`src/rtl/button_conditioner.sv`:
```
// Pushbutton front end: two-flop synchroniser, per-channel debounce counter,
// and registered stable level plus one-cycle press/release pulses.
module button_conditioner #(
    parameter int N_BTN           = 5,
    parameter int DEBOUNCE_CYCLES = 1000000,
    parameter int CNT_W           = 20
) (
    input  logic             clk,
    input  logic             rst,
    input  logic [N_BTN-1:0] btn_raw,
    output logic [N_BTN-1:0] btn_level,
    output logic [N_BTN-1:0] btn_press,
    output logic [N_BTN-1:0] btn_release,
    output logic             any_press
);

    localparam logic [CNT_W-1:0] CNT_LAST = CNT_W'(DEBOUNCE_CYCLES - 1);

    logic [N_BTN-1:0] r_sync1;
    logic [N_BTN-1:0] r_sync2;
    logic [N_BTN-1:0] r_level;
    logic [N_BTN-1:0] r_press;
    logic [N_BTN-1:0] r_release;
    logic             r_any;
    logic [CNT_W-1:0] r_cnt [N_BTN];

    logic [N_BTN-1:0] w_accept;
    logic [N_BTN-1:0] w_rise;
    logic [N_BTN-1:0] w_fall;

    // A channel flips on the edge where its input has differed for the full window
    always_comb begin
        w_accept = '0;
        for (int i = 0; i < N_BTN; i++) begin
            if ((r_sync2[i] != r_level[i]) && (r_cnt[i] == CNT_LAST)) begin
                w_accept[i] = 1'b1;
            end else begin
                w_accept[i] = 1'b0;
            end
        end
    end

    assign w_rise = w_accept & ~r_level;
    assign w_fall = w_accept & r_level;

    // Synchroniser, debounce counters, stable level and edge pulses
    always_ff @(posedge clk) begin
        if (rst) begin
            r_sync1   <= '0;
            r_sync2   <= '0;
            r_level   <= '0;
            r_press   <= '0;
            r_release <= '0;
            r_any     <= 1'b0;
            for (int i = 0; i < N_BTN; i++) begin
                r_cnt[i] <= '0;
            end
        end else begin
            r_sync1   <= btn_raw;
            r_sync2   <= r_sync1;
            r_level   <= r_level ^ w_accept;
            r_press   <= w_rise;
            r_release <= w_fall;
            r_any     <= |w_rise;
            for (int i = 0; i < N_BTN; i++) begin
                // Any sample agreeing with the level restarts the window
                if (r_sync2[i] == r_level[i]) begin
                    r_cnt[i] <= '0;
                end else if (w_accept[i]) begin
                    r_cnt[i] <= '0;
                end else begin
                    r_cnt[i] <= r_cnt[i] + CNT_W'(1);
                end
            end
        end
    end

    assign btn_level   = r_level;
    assign btn_press   = r_press;
    assign btn_release = r_release;
    assign any_press   = r_any;

endmodule

```
`config.mk`:
```
export PLATFORM = sky130hd
export DESIGN_NAME = button_conditioner
export DESIGN_NICKNAME = d
export VERILOG_FILES = /design/src/rtl/button_conditioner.sv
export SDC_FILE = /design/constraint.sdc
export NUM_CORES = 1
export LEC_CHECK = 0
export ABC_AREA = 1
export CAP_MARGIN = 20
export CORE_MARGIN = 1
export CORE_UTILIZATION = 37
export DETAILED_ROUTE_END_ITERATION = 16
export PLACE_DENSITY = 0.58
export SLEW_MARGIN = 10
export SYNTH_ARGS = -nofsm -noshare
export SYNTH_HDL_FRONTEND = slang
export SYNTH_SLANG_ARGS = --single-unit
```
`constraint.sdc`:
```
create_clock -name clk -period 1.7 [get_ports clk]
set_input_delay 0.17 -clock clk [delete_from_list [all_inputs] [get_ports clk]]
set_output_delay 0.17 -clock clk [all_outputs]
set_load 0.01 [all_outputs]
```
After elaboration in Yosys (flattened, before gate mapping):

Memory sizes are Yosys's and may differ from the RTL's.
Index checks and enable logic that the tools add are counted.

* memories: 1
* word-level logic and storage cells: 129
* bits in registers: 26
* memory bits (writable): 100

* reductions and logical operators: 6
* muxes and demuxes: 77
* equality and inequality tests: 15
* bitwise operators: 19
* $add $sub $neg: 5

Memories
* r_cnt: depth 5, bits a word 20, rd ports 5, clocked after Yosys merged registers in 0, wr ports 5, line 25 `logic [CNT_W-1:0] r_cnt [N_BTN];`

Operators by type and width (number)
* $mux 20: 15
* $add 20x1->20 const B: 5
* $eq 20x20->1 const B: 5
* $mux 1: 62
* $or 1x1->1: 15
* $and 5x5->5: 2
* $eq 1x1->1: 5
* $logic_and 1x1->1: 5
* $ne 1x1->1: 5
* $not 5->5: 1
* $reduce_or 5->1: 1
* $xor 5x5->5: 1

Depth between registers and ports, before layout:

* depth in word-level cells: 9
* depth in mapped cells: 11

Least setup slack after synthesis:

No wires, ideal clock.

* path type: register to register
* from: memory r_cnt[1][0]
* to: memory r_cnt[1][17], data pin
* path slack: 0.073 ns
* cell stages (with the launch flop): 10
* library setup time: 0.255 ns
* arrival: 1.372 ns
* cell sequence: edfxtp_1 -> ha_1 -> nand2_2 -> nor2_4 -> inv_1 -> nor2_4 -> nand2_1 -> o211ai_2 -> buf_6 -> o21ba_2

RTL lines (line)
* start: declaration: 25

==> results.toml <==
[yosys]
netlist.area_leader.share_pct = 44.1
netlist_instances = 775
syn_avg_cell_area_sq_um = 8.79
ys_warn_count = 0
yosysUniqueCellTypes = 40
synth_most_common_cell = "nor2_1"
synth_area_leaders = "edfxtp_1, dfxtp_1, nor2_1"
ys_async_sr_fraction_pct = 0
netlist_area_sq_mm = 0.00681
ys_seq_elements = 126
yosys.area.top_type = "edfxtp_1"
seq_area_frac_synth_pct = 51.7
ys.flop_type = "edfxtp_1"
synth_commonest_cells = "nor2_1, nand2_1, inv_1, edfxtp_1"
synth-edff-count = 100

[grt]
grt_util_met3_pct = 3.42
grt_max_degree = 23
globalRouteMet1Util_pct = 18.8
grt_pass1_wl_microns = 22300
antenna_found_initial = 0
top_usage_layer = "met2"
overflow = 0
grtUsageMet2_pct = 25.3
grt_pass1_vias = 5059
track_usage_pct = 15.2

[setup_path]
cp_top_family = "simple AND/OR/NAND/NOR gates"
worst_setup_path_start_kind = "flip-flop"
crit_type = "flip-flop to flip-flop"
end_kind = "flip-flop"
rr_startpoint = "r_cnt[4][0]"
cp.depth = 9
critPathRequiredTime_ps = 1870
startpoint = "r_cnt[4][0]"
critical_path.max_fanout = 8
crit_buf_inv = 1
slowest_stage = "edfxtp_1"
r2r_slack_ps = -30
reg2reg_depth = 9
critical_path.max_stage_delay_ps = 390
rr_endpoint = "r_cnt[4][2]"
worstPathArrival_ps = 1900
crit_chain = "ha_4 > nand3_4 > nor2_4 > nand2_2 > nor2_4 > nand2_2 > o211ai_4 > clkbuf_16 > nor2_1"

[timing]
maxSlewViolCount = 0
period_share_pct = 102
fmax_ghz = 0.578
fin_ws_ps = -30.2
hold_viol_final = 0
finalCriticalPeriod_ps = 1730
final.setup_skew_ps = 5.83
rsz0062_at_grt = "yes"
setup_viol = 25
hold_ws_ps = 315

[route]
ant_nets = 0
wl_per_cell_microns = 11.6
drc = 0
drtPass1Iterations = 4
wl_microns = 14400
drt_iter0_drc = 228
vias = 5586
vias_per_cell = 4.47

[cells_and_area]
syn_to_final_growth_pct = 40.9
layout.nets = 1020
num_antenna_cells = 0
final_cells = 1250
final_core_util_pct = 53.2
final_layout_size_suffix_gt1_share_pct = 26.9

[power]
power_frac_comb_pct = 6.2
switching_share_pct = 21.3
pwr-share-clk_pct = 47.2
finalPower_mw = 7.59
power_leakage_nw = 3.86
pwr-share-seq_pct = 46.6
powerDensity_mw_per_mm2 = 791
p_switching_mw = 1.62
p_int_mw = 5.97
ir_worst_vdd_mv = 0.789

[outcome]
violations = "negative setup slack"
outcome = "complete, but fails checks"

[clock_network]
clkSinkCount = 126
cts_tree = "yes"
cts-root-buf = "clkbuf_16"
cts_inserted_buffers = 17
cts_max_path_buffers = 2
path_clk_slew_ps = 50
cts_hold_buf = 0
htreeDepth = 4
clock_latency_ps = 410

[placed_design]
gp_congestion = 0.799
port_buffers = 22
place_worst_setup_slack_ps = -48.7
hpwl_microns = 9930
placed_cells = 1191

[flow_run]
cap_viol_max_count = 0

[min_path]
hp-class = "input pin to flip-flop"
holdPathEnd = "r_sync1[3]"
hp-start = "btn_raw[3]"
min_path_cells = 3

[die]
row_count = 49
die_w_microns = 138
die-area_sq_mm = 0.0190
die_h_microns = 138
start_util_pct = 37.8
num_io_pins = 23
coreArea_sq_mm = 0.0180
worst max-delay path by stage:
stage / endpoint / slack, ps
final: r_cnt[4][2] / -30
after global routing: r_cnt[4][6] / -140
after CTS: r_cnt[4][11] / 0.4
after detailed placement: r_cnt[2][19] / -50
after global placement: r_cnt[3][6] / -10
after floorplan: r_cnt[1][17] / 70
flip-flops by register name, summed over array words and instances, names as in the netlist, named ones only:
signal	cells
btn_press	5
btn_release	5
r_cnt	100
r_sync2	5
r_sync1	5
any_press	1
final cells by class:
class	count	area [sq um]
fillers	1706	8430
multi-input cells	630	3620
flip-flops and latches	126	3520
repair buffers	124	1140
clock buffers	30	589
inverters	108	415
well taps	229	287
clock inverters	2	10.0
repair inverters	1	6.26
routing by layer:
layer  vias to the layer above  part of all wire [%]
li1                       2922                     -
met1                      2550                    46
met2                        87                    49
met3                        27                   2.8
met4                         0                   2.2
met5                         -                     0
power by group through the flow:
stage | Sequential (mW) | Clock [mW] | Combinational, mW
floorplan | 3.58 | 0 | 0.234
global placement | 3.58 | 0 | 0.383
detailed placement | 3.59 | 0 | 0.384
CTS | 3.53 | 3.68 | 0.389
global route | 3.55 | 3.80 | 0.531
finish | 3.54 | 3.58 | 0.472
what timing repair did:
| action | in CTS | in global routing |
|---|---|---|
| pin swaps | 3 | 23 |
| buffers inserted | 2 | 18 |
| resized for setup | 8 | 122 |
| gates cloned | 0 | 7 |
| endpoints found under the setup margin | 25 | 99 |
cell families (layout without fill, tap and decap cells):
kind of cell    count (synthesis)  count (layout)  share of synthesized area [%]
flops                         126             126                           51.7
fa+ha+maj                       5               5                          0.918
simple gates                  415             415                           29.3
xor+xnor                       40              40                           5.14
compound gates                 70              70                           5.68
buf+inv                       118             265                           7.18
other cells                     1             100                         0.0551
through the flow:
stage / TNS [ps] / area, sq um
CTS: 0 / 8880
global route: -4080 / 9600
finish: -323 / 9600
detailed placement: -734 / 8240
floorplan: 0 / 7180
global placement: -38.8 / 8240
cells in the final DEF (no fill, tap or decap), drive strengths merged:
| cell | n |
|---|---|
| clkdlybuf4s50 | 22 |
| a31oi | 3 |
| nor3 | 30 |
| nand3 | 50 |
| xor2 | 28 |
| o21ba | 1 |
| or2 | 5 |
| a21o | 1 |
| o21a | 3 |
| nor3b | 5 |
| a211oi | 1 |
| buf | 98 |
| nand3b | 3 |
| nor4 | 7 |
| a21oi | 41 |
| dfxtp | 26 |
| clkbuf | 34 |
| xnor2 | 12 |
| o211ai | 2 |
| nand4 | 13 |
| nor2 | 159 |
| o21ai | 18 |
| nand2 | 141 |
| conb | 100 |
| ha | 5 |
| edfxtp | 100 |
| clkinv | 3 |
| and3 | 2 |
| inv | 108 |
worst reg2reg max path: cells and delay by family, from the launching register on:
family / cells / cell delay (ps)
and+or+nand+nor: 6 / 550
DFF: 1 / 390
buffers and inverters: 1 / 230
adders and majority gates: 1 / 170
AOI/OAI and AO/OA: 1 / 150
(Power assumes the default switching activity.)
